===== src/rtl/seq_adder_pkg.sv =====
// Shared definitions for the sequential chunked adder: FSM encoding and index sizing.
package seq_adder_pkg;

    typedef enum logic [1:0] {
        IDLE = 2'd0,
        RUN  = 2'd1,
        DONE = 2'd2
    } state_t;

    // A single-chunk configuration still needs a 1-bit index register.
    function automatic int idx_width(input int nchunk);
        return (nchunk > 1) ? $clog2(nchunk) : 1;
    endfunction

endpackage


===== src/rtl/chunk_ripple_adder.sv =====
// Combinational CHUNK-bit ripple of full-adder cells; also exposes the carry into the MSB
// so the caller can derive signed overflow.
module chunk_ripple_adder #(
    parameter int CHUNK = 8
) (
    input  logic [CHUNK-1:0] a,
    input  logic [CHUNK-1:0] b,
    input  logic             cin,
    output logic [CHUNK-1:0] s,
    output logic             cout,
    output logic             c_msb
);

    logic [CHUNK:0] c;

    assign c[0] = cin;

    for (genvar gi = 0; gi < CHUNK; gi++) begin : g_fa
        assign s[gi]   = a[gi] ^ b[gi] ^ c[gi];
        assign c[gi+1] = (a[gi] & b[gi]) | (c[gi] & (a[gi] ^ b[gi]));
    end

    assign cout  = c[CHUNK];
    assign c_msb = c[CHUNK-1];

endmodule


===== src/rtl/seq_chunk_adder.sv =====
// Multi-cycle add/subtract, CHUNK bits per clock LSB-first, valid/ready on both sides.
// Optional signed-overflow output is enabled by defining SEQ_CHUNK_ADDER_OVF_EN.
module seq_chunk_adder
    import seq_adder_pkg::*;
#(
    parameter int WIDTH = 32,
    parameter int CHUNK = 8
) (
    input  logic             clk,
    input  logic             rst,
    input  logic             in_valid,
    output logic             in_ready,
    input  logic [WIDTH-1:0] a,
    input  logic [WIDTH-1:0] b,
    input  logic             cin,
    input  logic             sub,
    output logic             out_valid,
    input  logic             out_ready,
    output logic [WIDTH-1:0] sum,
`ifdef SEQ_CHUNK_ADDER_OVF_EN
    output logic             ovf,
`endif
    output logic             cout
);

    localparam int             NCHUNK   = WIDTH / CHUNK;
    localparam int             IW       = idx_width(NCHUNK);
    localparam logic [IW-1:0]  LAST_IDX = IW'(NCHUNK - 1);

    state_t            state_q, state_d;
    logic [WIDTH-1:0]  a_q, a_d, b_q, b_d;
    logic [WIDTH-1:0]  a_shift, b_shift;
    logic [WIDTH-1:0]  sum_q, sum_d;
    logic [IW-1:0]     idx_q, idx_d;
    logic              carry_q, carry_d;
    logic              cout_q, cout_d;
    logic [CHUNK-1:0]  add_s;
    logic              add_cout, add_cmsb;

    // Operands shift right each RUN cycle so the active chunk is always at the bottom.
    if (NCHUNK > 1) begin : g_shift
        assign a_shift = {{CHUNK{1'b0}}, a_q[WIDTH-1:CHUNK]};
        assign b_shift = {{CHUNK{1'b0}}, b_q[WIDTH-1:CHUNK]};
    end else begin : g_noshift
        assign a_shift = a_q;
        assign b_shift = b_q;
    end

    chunk_ripple_adder #(.CHUNK(CHUNK)) u_chunk_add (
        .a     (a_q[CHUNK-1:0]),
        .b     (b_q[CHUNK-1:0]),
        .cin   (carry_q),
        .s     (add_s),
        .cout  (add_cout),
        .c_msb (add_cmsb)
    );

    for (genvar gi = 0; gi < NCHUNK; gi++) begin : g_sum
        assign sum_d[gi*CHUNK +: CHUNK] = (state_q == RUN && idx_q == IW'(gi))
                                        ? add_s : sum_q[gi*CHUNK +: CHUNK];
    end

`ifdef SEQ_CHUNK_ADDER_OVF_EN
    logic ovf_q, ovf_d;
    assign ovf = ovf_q;
`else
    logic cmsb_unused;
    assign cmsb_unused = add_cmsb;
`endif

    always_comb begin
        state_d   = state_q;
        a_d       = a_q;
        b_d       = b_q;
        idx_d     = idx_q;
        carry_d   = carry_q;
        cout_d    = cout_q;
        in_ready  = 1'b0;
        out_valid = 1'b0;
`ifdef SEQ_CHUNK_ADDER_OVF_EN
        ovf_d     = ovf_q;
`endif
        case (state_q)
            IDLE: begin
                in_ready = 1'b1;
                if (in_valid) begin
                    a_d     = a;
                    // Subtraction is a + ~b + 1, so cin is replaced by the forced 1.
                    b_d     = sub ? ~b : b;
                    carry_d = sub ? 1'b1 : cin;
                    idx_d   = '0;
                    state_d = RUN;
                end
            end
            RUN: begin
                a_d     = a_shift;
                b_d     = b_shift;
                carry_d = add_cout;
                if (idx_q == LAST_IDX) begin
                    cout_d  = add_cout;
`ifdef SEQ_CHUNK_ADDER_OVF_EN
                    ovf_d   = add_cmsb ^ add_cout;
`endif
                    state_d = DONE;
                end else begin
                    idx_d = idx_q + IW'(1);
                end
            end
            DONE: begin
                out_valid = 1'b1;
                if (out_ready) begin
                    state_d = IDLE;
                end
            end
            default: state_d = IDLE;
        endcase
    end

    always_ff @(posedge clk) begin
        if (rst) begin
            state_q <= IDLE;
            a_q     <= '0;
            b_q     <= '0;
            sum_q   <= '0;
            idx_q   <= '0;
            carry_q <= 1'b0;
            cout_q  <= 1'b0;
`ifdef SEQ_CHUNK_ADDER_OVF_EN
            ovf_q   <= 1'b0;
`endif
        end else begin
            state_q <= state_d;
            a_q     <= a_d;
            b_q     <= b_d;
            sum_q   <= sum_d;
            idx_q   <= idx_d;
            carry_q <= carry_d;
            cout_q  <= cout_d;
`ifdef SEQ_CHUNK_ADDER_OVF_EN
            ovf_q   <= ovf_d;
`endif
        end
    end

    assign sum  = sum_q;
    assign cout = cout_q;

endmodule


===== config.mk =====
export PLATFORM = sky130hd
export DESIGN_NAME = seq_chunk_adder
export DESIGN_NICKNAME = d
export VERILOG_FILES = /design/src/rtl/seq_adder_pkg.sv /design/src/rtl/chunk_ripple_adder.sv /design/src/rtl/seq_chunk_adder.sv
export SDC_FILE = /design/constraint.sdc
export NUM_CORES = 1
export LEC_CHECK = 0
export CORE_AREA = 2 2 98 100
export DETAILED_ROUTE_END_ITERATION = 8
export DIE_AREA = 0 0 100 102
export GPL_ROUTABILITY_DRIVEN = 0
export HOLD_SLACK_MARGIN = 0.05
export PLACE_DENSITY = 0.78
export SYNTH_ARGS = -nofsm -noshare
export SYNTH_HDL_FRONTEND = slang
export SYNTH_SLANG_ARGS = --single-unit
export TNS_END_PERCENT = 5

===== constraint.sdc =====
create_clock -name clk -period 5.2 [get_ports clk]
set_clock_uncertainty 0.05 [all_clocks]
set_input_delay 1.04 -clock clk [delete_from_list [all_inputs] [get_ports clk]]
set_output_delay 1.04 -clock clk [all_outputs]
set_load 0.02 [all_outputs]

* Word-level counts from Yosys, hierarchy flattened
Cells that the tools add are included.
Word-level totals: register bits 102, bits of input ports 70, output and inout bits 35, word-level logic and storage cells 89
Cells by class: add/sub/neg operators 1, equality and inequality tests 9, multiplexer cells 17, bitwise gates (word level) 41, reductions and logical operators 11
Operators with widths (number):
- $pmux W32 S2 | 2
- $mux W32 | 3
- $not A32 Y32 | 1
- $and A1 B1 Y1 | 16
- $xor A1 B1 Y1 | 16
- $mux W2 | 5
- $or A1 B1 Y1 | 8
- $eq A2 B2 Y1 const B | 3
- $ne A2 B2 Y1 const B | 3
- $pmux W2 S3 | 1
- $reduce_and A3 Y1 | 2
- $eq A2 B1 Y1 const B | 2
- $logic_and A1 B1 Y1 | 4
- $logic_not A2 Y1 | 2
- $mux W1 | 4
- $pmux W2 S2 | 1
- $reduce_and A2 Y1 | 2
- $add A2 B1 Y2 const B | 1
- $ne A2 B1 Y1 const B | 1
- $pmux W1 S2 | 1
- $reduce_bool A2 Y1 | 1

* Longest topological paths before layout
depth in word-level cells 18, gate-level depth with buffers 13, depth with buffers taken out 13

* Cells and area by module
A second synthesis with hierarchy kept.
Unflattened totals: cell total of the unflattened synthesis 506, area, all modules 4391.7 µm²
Modules (own cells, without submodules):
- seq_chunk_adder | instances 1, cells each 488, area each 4194.0 µm², seq. area each 2042.0 µm²
- chunk_ripple_adder | instances 1, cells each 18, area each 197.7 µm², seq. area each 0.0 µm²

* Worst setup path after synthesis
No wires, ideal clock.
path type register to register, from register a_q[0], to register sum_q[31] (netlist: sum[31]), library setup time 0.086 ns, arrival 3.527 ns, required time 5.064 ns, slack 1.537 ns, cell stages (with the launch flop) 13, buffers on the path 0, period minus slack after synthesis 3.663 ns, cell sequence dfxtp_1 fa_1 inv_1 fa_1 inv_1 fa_1 fa_1 fa_1 fa_1 fa_1 inv_1 fa_1 a211oi_1
Between the ends: longest elaborated chain between the ends 16, elaborated cells between the ends (all ways) 17, those cells by class bitwise (17)
Ends and longest elaborated chain:
- start, declared | line seq_chunk_adder.sv:31 | logic [WIDTH-1:0] a_q, a_d, b_q, b_d;
- start signal, assigned | line seq_chunk_adder.sv:122 | a_q <= '0;
- start signal, assigned | line seq_chunk_adder.sv:133 | a_q <= a_d;
- $xor A1 B1 Y1 | line chunk_ripple_adder.sv:20 | assign c[gi+1] = (a[gi] & b[gi]) | (c[gi] & (a[gi] ^ b[gi]));
- $and A1 B1 Y1 | line chunk_ripple_adder.sv:20
- $or A1 B1 Y1 * | line chunk_ripple_adder.sv:20
- $and A1 B1 Y1 * | line chunk_ripple_adder.sv:20
- $or A1 B1 Y1 * | line chunk_ripple_adder.sv:20
- $and A1 B1 Y1 * | line chunk_ripple_adder.sv:20
- $or A1 B1 Y1 * | line chunk_ripple_adder.sv:20
- $and A1 B1 Y1 * | line chunk_ripple_adder.sv:20
- $or A1 B1 Y1 * | line chunk_ripple_adder.sv:20
- $and A1 B1 Y1 * | line chunk_ripple_adder.sv:20
- $or A1 B1 Y1 * | line chunk_ripple_adder.sv:20
- $and A1 B1 Y1 * | line chunk_ripple_adder.sv:20
- $or A1 B1 Y1 * | line chunk_ripple_adder.sv:20
- $and A1 B1 Y1 * | line chunk_ripple_adder.sv:20
- $or A1 B1 Y1 * | line chunk_ripple_adder.sv:20
- $xor A1 B1 Y1 * | line chunk_ripple_adder.sv:19 | assign s[gi] = a[gi] ^ b[gi] ^ c[gi];
- end signal, assigned | line seq_chunk_adder.sv:135 | sum_q <= sum_d;
- end, declared | line seq_chunk_adder.sv:33 | logic [WIDTH-1:0] sum_q, sum_d;
Mark *: on every way between the ends. The rest lies on a longest branch, timed or not. A chain may end at the register's enable or synchronous reset.

* Worst setup path after layout
Ends and elaborated chain as after synthesis.

==> impl_metrics.py <==
metrics = {
    "status": {
        "status": "completed",
    },
    "setup_path": {
        "path_buf_inv": 3,
        "worst-setup-path-type": "reg -> reg",
        "end_kind": "flop",
        "critical_path.top_delay_family": "adder cells",
        "cpMostUsedCell": "fa_1",
        "cpPeakStageDelay_ns": 0.46,
        "crit_chain": "fa_1 > inv_1 > fa_1 > inv_1 > fa_1 > fa_1 > fa_1 > fa_1 > fa_1 > inv_1 > fa_1 > a211oi_1",
        "arrival_ns": 4.09,
        "required_ns": 5.41,
        "cp_slowest_cell": "fa_1",
        "cp-start-kind": "flop",
        "crit_fanout": 4,
    },
    "logic_synthesis": {
        "synth_fa_ha_area_frac": 0.0475,
        "syn_avg_cell_area_sq_um": 8.82,
        "synth_top_cell_by_area": "dfxtp_1",
        "syn-num-nets": 584,
        "syn_inst": 502,
        "synth_cell_types": 35,
        "synth.area.mux_share": 0.00452,
        "synth_compound_area_frac": 0.201,
        "synth_area_leaders": "dfxtp_1 46%, nand2_1 6.9%, a21oi_1 6.6%, nor2_1 5.5%, a221o_1 5.4%",
        "yosysWarnings": 0,
        "synth_simple_gate_area_frac": 0.167,
        "ys_ff_latch": 102,
        "yosysSeqAreaShare": 0.461,
        "yosysTopAreaCellShare": 0.461,
        "synthXorXnorAreaFrac": 0.0633,
        "synth_top_family_by_area": "compound AO/OA/AOI/OAI gates",
        "syn_area_sq_um": 4430,
    },
    "floorplanning": {
        "row_count": 35,
        "die_w_um": 100,
        "die_height_um": 102,
        "core_sq_um": 9110,
        "initial_utilization": 0.486,
        "io_pins": 105,
        "die_area_sq_um": 10200,
    },
    "clock_network": {
        "cts-resized-gates": 0,
        "cts_tree": "yes",
        "hold_buffers": 0,
        "clock_latency_ns": 0.36,
        "numCtsBuffers": 9,
        "clock-sinks": 102,
        "cts_setup_buffers": 0,
        "clockBufferDepth": 2,
        "htree_num_levels": 3,
        "clk_pin_slew_ns": 0.10,
        "cts-root-buf": "clkbuf_8",
    },
    "global_route": {
        "grt_max_degree": 47,
        "antenna_found_initial": 0,
        "grt_pass1_wl_um": 16600,
        "grt.total_usage": 0.203,
        "grt_pass1_vias": 3466,
        "overflow": 0,
    },
    "drt": {
        "wirelength_um": 10300,
        "remaining_drc_errors": 0,
        "dr.pass1.iters": 4,
        "ant_nets": 0,
        "wl_per_cell_um": 14.7,
        "via_per_inst": 5.40,
        "first_iter_violations": 156,
        "vias": 3771,
    },
    "layout": {
        "final_layout_size_suffix_gt1_frac": 0.0511,
        "nets": 664,
        "diodes": 0,
        "area_growth_pct": 27.4,
        "mostFrequentLayoutCells": "102 x dfxtp_1, 102 x clkdlybuf4s50_1, 81 x nand2_1",
    },
    "power_and_ir_drop": {
        "power.total_mw": 1.64,
        "irDropWorstVdd_uv": 130,
        "cellPowerDensity_nw_per_um2": 291,
        "p_leak_nw": 2.08,
    },
    "placement": {
        "post-dp-hpwl_um": 7400,
        "port_buffers": 104,
    },
    "timing": {
        "tightestPinTransition_ns": 1.06,
        "hold_viol": 0,
        "relSlewSlack": 0.292,
        "period_minus_slack_ns": 3.88,
        "finalSetupTns_ns": 0,
        "rsz0062_at_grt": "no",
        "fmax_ghz": 0.258,
        "final.period_utilization": 0.746,
        "report.final.slew_viol_count": 0,
        "setup_viol": 0,
    },
    "min_path": {
        "hold_class": "reg -> reg",
    },
    "flow_run": {
        "drv_cap": 0,
    },
}
-- cell type report --
cell class                      instances  area, sq um
Inverter                               10         37.5
Tap cell                              111          139
Clock inverter                          5         58.8
Multi-Input combinational cell        349         2140
Fill cell                             792         3470
Clock buffer                           11          141
Timing Repair Buffer                  110         1080
Sequential cell                       102         2040
-- synth_stat cells (all sizes together) --
library cell and instances:
mux2i 2, o211ai 2, fa 8, a211oi 30, or3b 1, a22oi 8, nand2 81, o21bai 1
ha 4, nor3b 1, a221oi 2, a21oi 58, nand3b 4, and3b 4, nor2 67, o21ai 1
a22o 1, buf 23, xnor2 24, nor2b 2, inv 10, xor2 8, clkbuf 18, or4b 1
dfxtp 102, nand2b 2, a311oi 1, o21ba 1, a221o 24, nand3 10, nor3 1
-- through the flow --
stage,cell area (sq um),util,instances,setup slack (ns),hold slack (ns)
after floorplan,4430,-,502,1.54,0.398
after global placement,5440,0.597,682,1.46,0.394
after detailed placement,5440,0.597,682,1.35,0.399
after CTS,5640,0.619,698,1.32,0.412
after global routing,5640,0.619,698,1.09,0.428
final,5640,0.619,698,1.32,0.411
-- tightest hold or removal path: cells and delay by family (launching register included) --
family             cells  cell delay (ns)
DFF                    1             0.32
and+or+nand+nor        1             0.05
AOI/OAI and AO/OA      1             0.05
-- sequential cells by signal (all words and copies together) (netlist names) --
signal	cells
a_q	32
b_q	32
sum	32
idx_q	2
state_q	2
carry_q	1
cout	1
-- worst paths after layout --
path | slack (ns) | start | cells past startpoint | endpoint
setup / recovery | 1.32 | a_q[0] | 12 | sum[31]
hold / removal | 0.41 | sum[19] | 2 | sum[19]
setup reg to reg | 1.32 | a_q[0] | 12 | sum[31]
hold reg to reg | 0.41 | sum[19] | 2 | sum[19]
-- layer usage --
| metal | vias to the layer above | routed length (um) | track usage |
|---|---|---|---|
| met4 | 0 | 104 | 0.0569 |
| li1 | 1883 | - | - |
| met3 | 10 | 568 | 0.0315 |
| met1 | 1755 | 4780 | 0.281 |
| met5 | - | 0 | 0 |
| met2 | 123 | 4820 | 0.332 |
-- logic make-up (layout without fill, tap and decap cells) --
logic type,after synthesis,after routing
flip-flops,102,102
XOR/XNOR,32,32
buffers and inverters,51,136
adder cells (fa/ha/maj),12,12
AND/OR/NAND/NOR,174,174
AO/OA/AOI/OAI,129,129
multiplexers,2,2
-- power by group --
part           switching, mW  total (mW)  internal (mW)  leakage (nW)
clock network          0.264       0.500          0.236        0.0955
logic                  0.142       0.279          0.137          1.15
registers             0.0337       0.863          0.829         0.835
total                  0.440        1.64           1.20          2.08
Power figures use the tool's default switching activity.
